`config.mk`:
```
export PLATFORM = sky130hd
export DESIGN_NAME = mem_req_arbiter_flat
export DESIGN_NICKNAME = d
export VERILOG_FILES = /design/src/rtl/mem_msg_pkg.sv /design/src/rtl/mem_req_arbiter_if.sv /design/src/rtl/mem_req_arbiter_route_fifo.sv /design/src/rtl/mem_req_arbiter.sv /design/src/flat_wrapper.sv
export SDC_FILE = /design/constraint.sdc
export NUM_CORES = 1
export LEC_CHECK = 0
export CAP_MARGIN = 10
export CORE_AREA = 2 2 145 147
export CTS_BUF_LIST = sky130_fd_sc_hd__clkbuf_8
export DETAILED_ROUTE_END_ITERATION = 16
export DIE_AREA = 0 0 147 149
export GPL_TIMING_DRIVEN = 0
export PLACE_DENSITY = 0.54
export SLEW_MARGIN = 20
export SYNTH_ARGS = -nofsm -noshare
export SYNTH_HDL_FRONTEND = slang
export SYNTH_SLANG_ARGS = --single-unit
```
`constraint.sdc`:
```
create_clock -name clk -period 5.7 [get_ports clk]
set_input_delay 1.14 -clock clk [delete_from_list [all_inputs] [get_ports clk]]
set_output_delay 1.14 -clock clk [all_outputs]
set_load 0.05 [all_outputs]
```
`src/rtl/mem_msg_pkg.sv`:
```
// rtl/mem_msg_pkg.sv - memory request/response message types shared by the arbiter and its bus
package mem_msg_pkg;

    localparam int P_ADDR_BITS   = 32;
    localparam int P_DATA_BITS   = 32;
    localparam int P_OPAQUE_BITS = 8;
    localparam int P_STRB_BITS   = P_DATA_BITS / 8;

    localparam logic MEM_OP_READ  = 1'b0;
    localparam logic MEM_OP_WRITE = 1'b1;

    typedef struct packed {
        logic                     op;
        logic [P_OPAQUE_BITS-1:0] opaque;
        logic [P_ADDR_BITS-1:0]   addr;
        logic [P_STRB_BITS-1:0]   strb;
        logic [P_DATA_BITS-1:0]   data;
    } mem_req_t;

    typedef struct packed {
        logic                     op;
        logic [P_OPAQUE_BITS-1:0] opaque;
        logic [P_DATA_BITS-1:0]   data;
    } mem_resp_t;

    function automatic logic is_pow2_ge2(int n);
        return (n >= 2) && ((n & (n - 1)) == 0);
    endfunction

endpackage

```
`src/rtl/mem_req_arbiter_if.sv`:
```
// rtl/mem_req_arbiter_if.sv - handshake bundle between imem/dmem requesters, the arbiter and memory
interface mem_req_arbiter_if;
    import mem_msg_pkg::*;

    logic      req0_val;
    logic      req0_rdy;
    mem_req_t  req0_msg;
    logic      resp0_val;
    logic      resp0_rdy;
    mem_resp_t resp0_msg;

    logic      req1_val;
    logic      req1_rdy;
    mem_req_t  req1_msg;
    logic      resp1_val;
    logic      resp1_rdy;
    mem_resp_t resp1_msg;

    logic      mem_req_val;
    logic      mem_req_rdy;
    mem_req_t  mem_req_msg;
    logic      mem_resp_val;
    logic      mem_resp_rdy;
    mem_resp_t mem_resp_msg;

    // Arbiter side
    modport slave (
        input  req0_val, req0_msg, resp0_rdy,
        output req0_rdy, resp0_val, resp0_msg,
        input  req1_val, req1_msg, resp1_rdy,
        output req1_rdy, resp1_val, resp1_msg,
        output mem_req_val, mem_req_msg, mem_resp_rdy,
        input  mem_req_rdy, mem_resp_val, mem_resp_msg
    );

    // Environment side (requesters plus memory)
    modport master (
        output req0_val, req0_msg, resp0_rdy,
        input  req0_rdy, resp0_val, resp0_msg,
        output req1_val, req1_msg, resp1_rdy,
        input  req1_rdy, resp1_val, resp1_msg,
        input  mem_req_val, mem_req_msg, mem_resp_rdy,
        output mem_req_rdy, mem_resp_val, mem_resp_msg
    );

endinterface

```
`src/rtl/mem_req_arbiter_route_fifo.sv`:
```
// rtl/mem_req_arbiter_route_fifo.sv - in-order FIFO of 1-bit requester IDs for in-flight transactions
module route_fifo #(
    parameter  int p_depth  = 4,
    localparam int PTR_BITS = $clog2(p_depth)
) (
    input  logic clk,
    input  logic rst,
    input  logic push,
    input  logic push_id,
    input  logic pop,
    output logic full,
    output logic empty,
    output logic head
);

    logic [p_depth-1:0]  ids_q,    ids_d;
    logic [PTR_BITS-1:0] wr_ptr_q, wr_ptr_d;
    logic [PTR_BITS-1:0] rd_ptr_q, rd_ptr_d;
    logic [PTR_BITS:0]   count_q,  count_d;

    // Callers never push when full or pop when empty; pointers wrap at the power-of-2 depth.
    always_comb begin
        ids_d    = ids_q;
        wr_ptr_d = wr_ptr_q;
        rd_ptr_d = rd_ptr_q;
        count_d  = count_q;
        if (push) begin
            ids_d[wr_ptr_q] = push_id;
            wr_ptr_d        = wr_ptr_q + 1'b1;
        end
        if (pop) begin
            rd_ptr_d = rd_ptr_q + 1'b1;
        end
        case ({push, pop})
            2'b10:   count_d = count_q + 1'b1;
            2'b01:   count_d = count_q - 1'b1;
            default: count_d = count_q;
        endcase
    end

    always_ff @(posedge clk) begin
        if (rst) begin
            ids_q    <= '0;
            wr_ptr_q <= '0;
            rd_ptr_q <= '0;
            count_q  <= '0;
        end else begin
            ids_q    <= ids_d;
            wr_ptr_q <= wr_ptr_d;
            rd_ptr_q <= rd_ptr_d;
            count_q  <= count_d;
        end
    end

    assign full  = (count_q == (PTR_BITS+1)'(p_depth));
    assign empty = (count_q == '0);
    assign head  = ids_q[rd_ptr_q];

endmodule

```
`src/rtl/mem_req_arbiter.sv`:
```
// rtl/mem_req_arbiter.sv - round-robin imem/dmem arbiter onto one memory port with in-order response routing
module mem_req_arbiter
    import mem_msg_pkg::*;
#(
    parameter int p_addr_bits    = 32,
    parameter int p_data_bits    = 32,
    parameter int p_opaque_bits  = 8,
    parameter int p_max_inflight = 4
) (
    input logic                clk,
    input logic                rst,
    mem_req_arbiter_if.slave   bus
);

    // Message layouts are fixed by the package; reject mismatched or illegal sizing at elaboration.
    if (p_addr_bits != P_ADDR_BITS || p_data_bits != P_DATA_BITS ||
        p_opaque_bits != P_OPAQUE_BITS) begin : g_bad_width
        $error("mem_req_arbiter: widths must match mem_msg_pkg");
    end
    if (!is_pow2_ge2(p_max_inflight)) begin : g_bad_depth
        $error("mem_req_arbiter: p_max_inflight must be a power of 2, at least 2");
    end

    logic prio_q, prio_d;
    logic winner;
    logic can_issue;
    logic push, pop;
    logic fifo_full, fifo_empty, head_id;
    logic resp_dest_val;

    always_comb begin
        winner = bus.req1_val;
        if (bus.req0_val && bus.req1_val) begin
            winner = prio_q;
        end
        push   = bus.mem_req_val && bus.mem_req_rdy;
        prio_d = prio_q;
        if (push) begin
            prio_d = !winner;
        end
    end

    // Full FIFO blocks grants regardless of a same-cycle pop, keeping resp->req free of comb paths.
    assign can_issue        = !rst && !fifo_full && bus.mem_req_rdy;
    assign bus.mem_req_val  = !rst && !fifo_full && (bus.req0_val || bus.req1_val);
    assign bus.mem_req_msg  = winner ? bus.req1_msg : bus.req0_msg;
    assign bus.req0_rdy     = can_issue && !winner;
    assign bus.req1_rdy     = can_issue &&  winner;

    assign resp_dest_val    = !rst && bus.mem_resp_val && !fifo_empty;
    assign bus.resp0_val    = resp_dest_val && !head_id;
    assign bus.resp1_val    = resp_dest_val &&  head_id;
    assign bus.resp0_msg    = bus.mem_resp_msg;
    assign bus.resp1_msg    = bus.mem_resp_msg;
    assign bus.mem_resp_rdy = !rst && !fifo_empty && (head_id ? bus.resp1_rdy : bus.resp0_rdy);
    assign pop              = bus.mem_resp_val && bus.mem_resp_rdy;

    always_ff @(posedge clk) begin
        if (rst) begin
            prio_q <= 1'b0;
        end else begin
            prio_q <= prio_d;
        end
    end

    route_fifo #(
        .p_depth (p_max_inflight)
    ) u_route_fifo (
        .clk     (clk),
        .rst     (rst),
        .push    (push),
        .push_id (winner),
        .pop     (pop),
        .full    (fifo_full),
        .empty   (fifo_empty),
        .head    (head_id)
    );

`ifndef SYNTHESIS
    always_ff @(posedge clk) begin
        if (!rst && bus.mem_resp_val) begin
            assert (!fifo_empty)
                else $error("mem_req_arbiter: memory response with no transaction in flight");
        end
    end
`endif

endmodule

```
`src/flat_wrapper.sv`:
```
// flat-port wrapper written by rule: the top's interface ports become plain ports
module mem_req_arbiter_flat import mem_msg_pkg::*;
#(
    parameter int p_addr_bits    = 32,
    parameter int p_data_bits    = 32,
    parameter int p_opaque_bits  = 8,
    parameter int p_max_inflight = 4
)
  (clk, rst, bus_req0_val, bus_req0_msg, bus_resp0_rdy, bus_req0_rdy, bus_resp0_val, bus_resp0_msg, bus_req1_val, bus_req1_msg, bus_resp1_rdy, bus_req1_rdy, bus_resp1_val, bus_resp1_msg, bus_mem_req_val, bus_mem_req_msg, bus_mem_resp_rdy, bus_mem_req_rdy, bus_mem_resp_val, bus_mem_resp_msg);
  mem_req_arbiter_if bus_i ();
  input logic clk;
  input logic rst;
  input wire logic [$bits(bus_i.req0_val)-1:0] bus_req0_val;
  input wire logic [$bits(bus_i.req0_msg)-1:0] bus_req0_msg;
  input wire logic [$bits(bus_i.resp0_rdy)-1:0] bus_resp0_rdy;
  output wire logic [$bits(bus_i.req0_rdy)-1:0] bus_req0_rdy;
  output wire logic [$bits(bus_i.resp0_val)-1:0] bus_resp0_val;
  output wire logic [$bits(bus_i.resp0_msg)-1:0] bus_resp0_msg;
  input wire logic [$bits(bus_i.req1_val)-1:0] bus_req1_val;
  input wire logic [$bits(bus_i.req1_msg)-1:0] bus_req1_msg;
  input wire logic [$bits(bus_i.resp1_rdy)-1:0] bus_resp1_rdy;
  output wire logic [$bits(bus_i.req1_rdy)-1:0] bus_req1_rdy;
  output wire logic [$bits(bus_i.resp1_val)-1:0] bus_resp1_val;
  output wire logic [$bits(bus_i.resp1_msg)-1:0] bus_resp1_msg;
  output wire logic [$bits(bus_i.mem_req_val)-1:0] bus_mem_req_val;
  output wire logic [$bits(bus_i.mem_req_msg)-1:0] bus_mem_req_msg;
  output wire logic [$bits(bus_i.mem_resp_rdy)-1:0] bus_mem_resp_rdy;
  input wire logic [$bits(bus_i.mem_req_rdy)-1:0] bus_mem_req_rdy;
  input wire logic [$bits(bus_i.mem_resp_val)-1:0] bus_mem_resp_val;
  input wire logic [$bits(bus_i.mem_resp_msg)-1:0] bus_mem_resp_msg;
  assign bus_i.req0_val = bus_req0_val;
  assign bus_i.req0_msg = bus_req0_msg;
  assign bus_i.resp0_rdy = bus_resp0_rdy;
  assign bus_req0_rdy = bus_i.req0_rdy;
  assign bus_resp0_val = bus_i.resp0_val;
  assign bus_resp0_msg = bus_i.resp0_msg;
  assign bus_i.req1_val = bus_req1_val;
  assign bus_i.req1_msg = bus_req1_msg;
  assign bus_i.resp1_rdy = bus_resp1_rdy;
  assign bus_req1_rdy = bus_i.req1_rdy;
  assign bus_resp1_val = bus_i.resp1_val;
  assign bus_resp1_msg = bus_i.resp1_msg;
  assign bus_mem_req_val = bus_i.mem_req_val;
  assign bus_mem_req_msg = bus_i.mem_req_msg;
  assign bus_mem_resp_rdy = bus_i.mem_resp_rdy;
  assign bus_i.mem_req_rdy = bus_mem_req_rdy;
  assign bus_i.mem_resp_val = bus_mem_resp_val;
  assign bus_i.mem_resp_msg = bus_mem_resp_msg;
  mem_req_arbiter #(.p_addr_bits(p_addr_bits), .p_data_bits(p_data_bits), .p_opaque_bits(p_opaque_bits), .p_max_inflight(p_max_inflight)) u_core (.clk(clk), .rst(rst), .bus(bus_i));
endmodule
```
==> metrics.txt, run 1 <==
status complete, no violations; HP Start u_core.u_route_fifo.ids_q[3]; total CTS buffers 3; fin cells 852; CTS tree yes; simple-gate share of the synthesized area 0.0672; Slew @ Worst Pin around 650 ps; synthesized area between 0.002 and 0.0025 mm2; Die Wd 147 um; clk sink count 12; pre-CTS WS approximately 850 ps; top-area cell type share of the netlist area 0.381; Max FO, Critical Path 10; Post-synth ARST share 0; Seq/Total Area, Yosys 0.108; worst r2r src u_core.u_route_fifo.rd_ptr_q[0]; Synth Area in Compound Gates 0.0293; GP Congestion approximately 0.73; Die Height around 150 um; Cells after Synth approximately 250; setup ws final a little over 900 ps; maximum VDD drop between 0.05 and 0.06 mV; reg2reg end u_core.u_route_fifo.count_q[2]; largest net degree at the start of global routing 11; f_max 210 MHz; first-pass detailed-route iteration total 4; Min Hold Slack about 460 ps; XOR/XNOR Fraction of Synth Area 0.0119; count of flip-flops with a built-in enable after synthesis 0; clock-pin slew on the worst setup and hold paths roughly 60 ps; leading post-synthesis cells by cell area mux2_2 (38%), buf_4 (28%), dfxtp_1 (11%), ha_1 (2.8%), mux2i_1 (2.3%); arrival time at the worst endpoint around 3600 ps; Register-to-Register Path Depth 9; Post CTS Setup Buffer Count 0; DRC Markers 0; mux cell area share after synthesis 0.430; Iteration-0 DRC Markers 16; Tot GR Track Use 0.109; ys flop type dfxtp_1; Final Setup Violations 0; placed wire-length estimate about 12000 um; P_leak approximately 2.3 nW; CTS max path bufs 2; most common cell after layout, fill and taps aside clkdlybuf4s50_1; fillcell total between 2k and 2.5k; hold buffers post-CTS 0; final WL about 13000 um; Site Rows 53; r2r setup slk ~3100 ps; synth warn 0; Max Cap Viol 0; Clk Tree Root Cell clkbuf_8; Post-Synth Adder-Cell Area 0.0372; Syn Nets around 460; FF+latch count, synth 12; placed cell count ~850; Util after Layout 0.286; Max transition margin 0.566; crit path from bus_req0_val; P&R area growth vs syn 165%; Design Power around 0.88 mW; Resize count post-CTS 0; syn avg cell area between 9 and 10 um2; most frequent cells in the layout clkdlybuf4s50_1 (326), buf_4 (82), mux2_2 (75); worst-skew pair later-pin latency 250 ps; power per cell area 150 mW/mm2; Starting Density 0.108; H-Tree Depth 1; Cell Area, Placed 0.00582 mm2; Setup crit start kind input port; Worst Hold Depth 2; final hold violation count 0; Critical Path RT 4560 ps; period utilization 0.837; largest area contributor in the netlist mux2_2; multi-input combinational cell area about 0.0013 mm2; largest family of logic cells by synthesized area multiplexers; Final Slew Violations 0; RSZ-0062 raised after global routing no; vias post-DR about 2.8k; TNS Setup 0 ps; skew final 3.44 ps; wire length of the first global-routing pass roughly 18000 um; Routed Antenna Nets 0; HP Class reg -> reg; Crit Path Class in -> out; # nets final just under 800; die area about 0.022 mm2; IO Pins 368; Register Area approximately 240 um2; post-route cell area between 0.005 and 0.006 mm2; synth unique cells 31; Avg Vias per Cell 3.33; Min-Delay Endpoint u_core.u_route_fifo.ids_q[3]; vias in the first global route roughly 3k; gr ovfl total 0; core area between 0.02 and 0.025 mm2; number of port buffers ~330; Worst Setup End Kind output pin; initial antenna violation count 1; wire per inst about 15 um; Final min period roughly 4800 ps; share of post-route cells with drive strength above 1 0.300
kinds of logic (layout without fill, tap and decap cells):
group                      count (synthesis)  count (layout)
buffers and inverters                    102             432
muxes                                     84              84
and+or+nand+nor                           29              29
DFF                                       12              12
AOI/OAI and AO/OA                         10              10
adders and majority gates                  6               6
xor gates and xnor gates                   3               3
other                                      0               1
how the worst max path moves through the flow:
stage | to | slack (ps) | depth (start not counted)
2_1_floorplan | bus_mem_req_val | 2080 | 2
3_3_place_gp | bus_mem_req_msg[37] | 830 | 7
3_5_place_dp | bus_mem_req_msg[37] | 850 | 7
4_1_cts | bus_mem_req_msg[37] | 840 | 7
5_1_grt | bus_mem_req_msg[37] | 770 | 7
6_report | bus_mem_req_msg[2] | 930 | 7
Yosys cell counts (2+ instances only):
| cell | number |
|---|---|
| buf_2 | 8 |
| or3_1 | 3 |
| mux2i_1 | 5 |
| o21ai_1 | 2 |
| buf_4 | 82 |
| dfxtp_1 | 12 |
| mux2_1 | 2 |
| nor3_1 | 2 |
| nor2_1 | 9 |
| ha_1 | 5 |
| nor2b_1 | 2 |
| xor2_1 | 2 |
| a21oi_1 | 3 |
| inv_1 | 10 |
| nand2_1 | 9 |
| mux2_2 | 75 |
area by class of cell:
type | instances | area share
Buffer | 92 | 0.113
Tap cell | 275 | 0.0585
Timing Repair Buffer | 326 | 0.555
Inverter | 10 | 0.00638
Sequential cell | 12 | 0.0408
Multi-Input combinational cell | 132 | 0.217
Antenna cell | 1 | 0.000425
Clock buffer | 4 | 0.00936
critical path: stages:
cell	delay [ps]
clkdlybuf4s50_1	510
inv_1	50
o21ai_1	170
buf_2	300
buf_2	330
mux2_2	400
clkdlybuf4s50_1	710
state kept, by name (all words and copies together) (netlist names):
name / flops
u_core.prio_q: 1
u_core.u_route_fifo.rd_ptr_q: 2
u_core.u_route_fifo.ids_q: 4
u_core.u_route_fifo.wr_ptr_q: 2
u_core.u_route_fifo.count_q: 3
metal layers:
| layer | vias up | wire length, um | track usage | share of wire |
|---|---|---|---|---|
| met4 | 0 | 108 | 0.0168 | 0.0083 |
| met2 | 164 | 6390 | 0.188 | 0.49 |
| met1 | 1248 | 4990 | 0.124 | 0.38 |
| li1 | 1415 | - | - | - |
| met3 | 9 | 1530 | 0.0532 | 0.12 |
| met5 | - | 0 | 0 | 0 |
power breakdown:
part | internal (mW) | switching, mW
clock network | 0.0613 | 0.0364
logic | 0.310 | 0.383
registers | 0.0870 | 0.00301
(Power assumes the default switching activity.)
==> run 2, diff against run 1 <==
--- a/config.mk
+++ b/config.mk
@@ -6,12 +6,12 @@
 export NUM_CORES = 1
 export LEC_CHECK = 0
 export CAP_MARGIN = 10
-export CORE_AREA = 2 2 145 147
+export CORE_AREA = 2 2 142 144
 export CTS_BUF_LIST = sky130_fd_sc_hd__clkbuf_8
 export DETAILED_ROUTE_END_ITERATION = 16
-export DIE_AREA = 0 0 147 149
+export DIE_AREA = 0 0 144 146
 export GPL_TIMING_DRIVEN = 0
-export PLACE_DENSITY = 0.54
+export PLACE_DENSITY = 0.56
 export SLEW_MARGIN = 20
 export SYNTH_ARGS = -nofsm -noshare
 export SYNTH_HDL_FRONTEND = slang
==> constraint.sdc (replaced) <==
create_clock -name clk -period 4.72 [get_ports clk]
set_input_delay 0.944 -clock clk [delete_from_list [all_inputs] [get_ports clk]]
set_output_delay 0.944 -clock clk [all_outputs]
set_load 0.05 [all_outputs]
==> metrics.txt, run 2 (synthesis gave the netlist of run 1 again) <==
Max Cap Viol 0; number of port buffers 326; Final min period 4330 ps; max FFs per register 4; Starting Density 0.115; gr ovfl total 0; # nets final about 790; status complete, no violations; CTS max path bufs 2; Tot GR Track Use 0.115; f_max 231 MHz; core area a little under 0.02 mm2; Critical Path RT about 3800 ps; H-Tree Depth 1; vias post-DR about 2.8k; Cell Area, Placed slightly below 0.006 mm2; P&R area growth vs syn 164%; Slew @ Worst Pin around 700 ps; Post CTS Setup Buffer Count 0; vias in the first global route 2970; Iteration-0 DRC Markers 35; DRC Markers 0; Worst Setup End Kind output pin; pre-CTS WS roughly 330 ps; wire length of the first global-routing pass between 15000 and 20000 um; Max transition margin 0.533; Site Rows between 50 and 60; most frequent cells in the layout clkdlybuf4s50_1 (326), buf_4 (82), mux2_2 (75); Final Slew Violations 0; share of post-route cells with drive strength above 1 0.299; post-route cell area 0.00585 mm2; Final Setup Violations 0; total CTS buffers 3; maximum VDD drop ~0.085 mV; Biggest register u_core.u_route_fifo.ids_q; placed wire-length estimate approximately 12000 um; most common cell after layout, fill and taps aside clkdlybuf4s50_1; Setup crit start kind input port; antenna cells 0; RSZ-0062 raised after global routing no; wire per inst 15.4 um; TNS Setup 0 ps; Routed Antenna Nets 0; final WL between 10000 and 15000 um; period utilization 0.916; CTS tree yes; fin cells 840; Crit Path Class in -> out; arrival time at the worst endpoint 3380 ps; initial antenna violation count 1; Die Height roughly 150 um; final hold violation count 0; first-pass detailed-route iteration total 4; HP Class reg -> reg; power per cell area ~180 mW/mm2; die area ~0.021 mm2; Top Registers u_core.u_route_fifo.ids_q: 4 flops, u_core.u_route_fifo.count_q: 3 flops; Resize count post-CTS 0; Avg Vias per Cell roughly 3.4; clk sink count 12; worst-skew pair later-pin latency ~230 ps; Die Wd approximately 140 um; Clk Tree Root Cell clkbuf_8; IO Pins roughly 370; largest net degree at the start of global routing 11; clock-pin slew on the worst setup and hold paths approximately 50 ps; hold buffers post-CTS 0; Max FO, Critical Path 10; setup ws final around 390 ps; placed cell count between 800 and 900; P_leak approximately 2.3 nW; skew final slightly above 0.3 ps; GP Congestion between 0.7 and 0.8
==> run 2: cell types whose count changed in the layout (fill, tap and decap cells not counted) <==
cell	change
diode_2	-1
clkbuf_8	-1
==> run 2: per-layer routing <==
layer	track usage	share of wire	vias up	routed length (um)
li1	-	-	1412	-
met1	0.140	0.40	1251	5110
met2	0.208	0.50	164	6500
met3	0.0332	0.095	4	1230
met4	0.0108	0.0053	0	68
met5	0	0	-	0
==> run 2: area by class of cell <==
cell class | instances | area [um2]
inverter | 10 | 37.5
buffer | 92 | 663
sequential | 12 | 240
multi-input combinational | 132 | 1280
tap | 265 | 332
clock buffer | 3 | 41.3
fill | 2089 | 13500
timing repair buffer | 326 | 3260
==> run 2: worst paths after layout <==
check,startpoint,endpoint,depth (start not counted),slack (ps)
setup / recovery,bus_req0_val,bus_mem_req_msg[16],7,390
hold / removal,u_core.u_route_fifo.ids_q[3],u_core.u_route_fifo.ids_q[3],2,460
setup reg to reg,u_core.u_route_fifo.rd_ptr_q[0],u_core.u_route_fifo.count_q[2],9,2140
hold reg to reg,u_core.u_route_fifo.ids_q[3],u_core.u_route_fifo.ids_q[3],2,460
==> run 2: through the flow <==
step	hold WS, ps	util	power [mW]
2_1_floorplan	435	-	0.613
3_3_place_gp	445	0.301	0.951
3_5_place_dp	453	0.301	0.948
4_1_cts	460	0.303	1.05
5_1_grt	482	0.303	1.08
6_report	459	0.303	1.03
==> run 2: power breakdown <==
| group | internal [mW] | switching (mW) |
|---|---|---|
| registers | 0.105 | 0.00358 |
| clock network | 0.0560 | 0.0344 |
| logic | 0.374 | 0.461 |
| total | 0.535 | 0.499 |
==> run 2: critical path, cell delays in order <==
cell and delay [ps]:
clkdlybuf4s50_1 500, inv_1 50, o21ai_1 140, buf_2 290, buf_2 330, mux2_2 390, clkdlybuf4s50_1 730
==> run 3, diff against run 2 <==
--- a/config.mk
+++ b/config.mk
@@ -5,13 +5,14 @@
 export SDC_FILE = /design/constraint.sdc
 export NUM_CORES = 1
 export LEC_CHECK = 0
+export ABC_AREA = 1
 export CAP_MARGIN = 10
 export CORE_AREA = 2 2 142 144
-export CTS_BUF_LIST = sky130_fd_sc_hd__clkbuf_8
+export CTS_BUF_LIST = sky130_fd_sc_hd__clkbuf_4 sky130_fd_sc_hd__clkbuf_8 sky130_fd_sc_hd__clkbuf_16
 export DETAILED_ROUTE_END_ITERATION = 16
 export DIE_AREA = 0 0 144 146
 export GPL_TIMING_DRIVEN = 0
-export PLACE_DENSITY = 0.56
+export PLACE_DENSITY = 0.57
 export SLEW_MARGIN = 20
 export SYNTH_ARGS = -nofsm -noshare
 export SYNTH_HDL_FRONTEND = slang
==> metrics.txt, run 3 <==
status complete, no violations; Cells after Synth 435; Site Rows 51; P&R area growth vs syn 159%; worst-skew pair later-pin latency around 240 ps; Final Setup Violations 0; largest family of logic cells by synthesized area simple AND/OR/NAND/NOR gates; placed wire-length estimate approximately 11000 um; Resize count post-CTS 0; Max transition margin 0.615; count of flip-flops with a built-in enable after synthesis 0; FF+latch count, synth 12; Post CTS Setup Buffer Count 0; first-pass detailed-route iteration total 4; NetSw ~0.57 mW; vias post-DR between 3k and 4k; clk sink count 12; CP cell instances clkdlybuf4s50_1, inv_1, a21oi_4, buf_2, buf_4, nand2_1, nand2_1, clkdlybuf4s50_1; most frequent cells in the layout clkdlybuf4s50_1 (326), nand2_1 (245), buf_4 (85); top cells by count, synth nand2_1 (245), buf_4 (85), inv_1 (16); CTS max path bufs 2; Slew @ Worst Pin 577 ps; Synth Area in Compound Gates 0.0541; leading post-synthesis cells by cell area nand2_1 (40%), buf_4 (28%), dfxtp_1 (10%), a21oi_1 (3.0%), ha_1 (2.7%); sequential power share 0.096; worst path bufs/invs 5; most common cell in the netlist nand2_1; CTS tree yes; Max Cap Viol 0; power per cell area approximately 190 mW/mm2; IO Pins 368; TNS Setup 0 ps; synth warn 0; antenna cells 0; fillcell total approximately 2.1k; Worst Setup End Kind output pin; die area between 0.02 and 0.025 mm2; largest net degree at the start of global routing 11; f_max roughly 230 MHz; most common cell after layout, fill and taps aside clkdlybuf4s50_1; Clk Tree Root Cell clkbuf_16; Max FO, Critical Path 10; Die Height roughly 150 um; Final min period approximately 4300 ps; H-Tree Depth 1; Tot GR Track Use 0.108; XOR/XNOR Fraction of Synth Area 0.00379; Avg Vias per Cell 3.47; slowest CP cell clkdlybuf4s50_1; Cell Area, Placed around 0.0059 mm2; wire length of the first global-routing pass about 18000 um; share of post-route cells with drive strength above 1 0.141; total CTS buffers 3; final WL 12300 um; Die Wd approximately 140 um; final hold violation count 0; synthesized area 0.00231 mm2; core area between 0.015 and 0.02 mm2; max FFs per register 4; initial antenna violation count 0; Crit path max-delay family buffers and inverters; Setup crit start kind input port; ys flop type dfxtp_1; gr ovfl total 0; top-area cell type share of the netlist area 0.398; Final Slew Violations 0; Sw Share 0.494; simple-gate share of the synthesized area 0.467; clock share of power 0.132; internal cell power 0.579 mW; syn avg cell area roughly 5.3 um2; Syn Nets between 600 and 700; Seq/Total Area, Yosys 0.104; largest area contributor in the netlist nand2_1; Iteration-0 DRC Markers around 90; number of port buffers about 330; Largest stage delay, worst path ~840 ps; Post-Synth Adder-Cell Area 0.0357; period utilization 0.913; # nets final just under 1k; Routed Antenna Nets 0; vias in the first global route 3457; Starting Density 0.120; Biggest register u_core.u_route_fifo.ids_q; mux cell area share after synthesis 0; Critical Path RT 3780 ps; Post-synth ARST share 0; P_leak 2.75 nW; wire per inst about 12 um; RSZ-0062 raised after global routing no; HP Class reg -> reg; DRC Markers 0; skew final between 1 and 1.5 ps; Combinational Power Share 0.772; synth unique cells 20; Top Registers u_core.u_route_fifo.ids_q: 4 flops, u_core.u_route_fifo.count_q: 3 flops; hold buffers post-CTS 0; GP Congestion around 0.73; Crit Path Class in -> out; post-route cell area 0.00598 mm2; clock-pin slew on the worst setup and hold paths 40 ps; arrival time at the worst endpoint between 3000 and 4000 ps; maximum VDD drop between 0.1 and 0.15 mV
==> run 3: area by class of cell <==
cell class,count,area (um2),area share
Tap cell,265,332,0.0554
Clock buffer,3,75.1,0.0125
Sequential cell,12,240,0.0402
Multi-Input combinational cell,304,1300,0.217
Timing Repair Buffer,326,3260,0.545
Inverter,18,67.6,0.0113
Buffer,101,709,0.119
==> run 3: stage by stage <==
stage	setup WS [ps]	std cells	utilization	hold WS [ps]	power, mW
6_report	410	1029	0.309	495	1.14
5_1_grt	262	1029	0.309	528	1.20
4_1_cts	320	1029	0.309	495	1.16
3_5_place_dp	331	1026	0.306	481	1.00
3_3_place_gp	362	1026	0.306	469	1.00
2_1_floorplan	1570	435	-	451	0.638
==> run 3: kinds of logic (layout without fill, tap and decap cells) <==
logic type	after synthesis	in the layout
XOR/XNOR	1	1
AND/OR/NAND/NOR	275	275
buffers and inverters	119	448
AO/OA/AOI/OAI	22	22
adder cells (fa/ha/maj)	6	6
flip-flops	12	12
==> run 3: final timing paths <==
kind / start / endpoint / slack [ps] / depth (start not counted)
worst max-delay path: bus_req1_val / bus_mem_req_msg[15] / 410 / 8
worst max register to register: u_core.u_route_fifo.count_q[0] / u_core.u_route_fifo.count_q[2] / 2540 / 13
worst min-delay path: u_core.u_route_fifo.ids_q[1] / u_core.u_route_fifo.ids_q[1] / 490 / 2
worst min register to register: u_core.u_route_fifo.ids_q[1] / u_core.u_route_fifo.ids_q[1] / 490 / 2
==> run 3: worst reg2reg max path, delay by kind of cell, from the launching register on <==
| family | cells | cell delay (ps) |
|---|---|---|
| AOI/OAI and AO/OA | 4 | 460 |
| buffers and inverters | 3 | 240 |
| DFF | 1 | 300 |
| and+or+nand+nor | 4 | 560 |
| adders and majority gates | 2 | 500 |
==> run 3: power by group through the flow <==
stage               Clock, mW  Combinational [mW]  Sequential (mW)
finish                  0.151               0.883            0.109
global route            0.160               0.931            0.110
CTS                     0.155               0.892            0.109
detailed placement          0               0.889            0.111
global placement            0               0.889            0.111
floorplan                   0               0.528            0.110
==> run 3: metal layers <==
metal / wire [um] / track usage / vias up
met5: 0 / 0 / -
met4: 120 / 0.0201 / 0
met3: 1370 / 0.0352 / 8
met2: 6270 / 0.203 / 183
met1: 4560 / 0.116 / 1490
li1: - / - / 1887
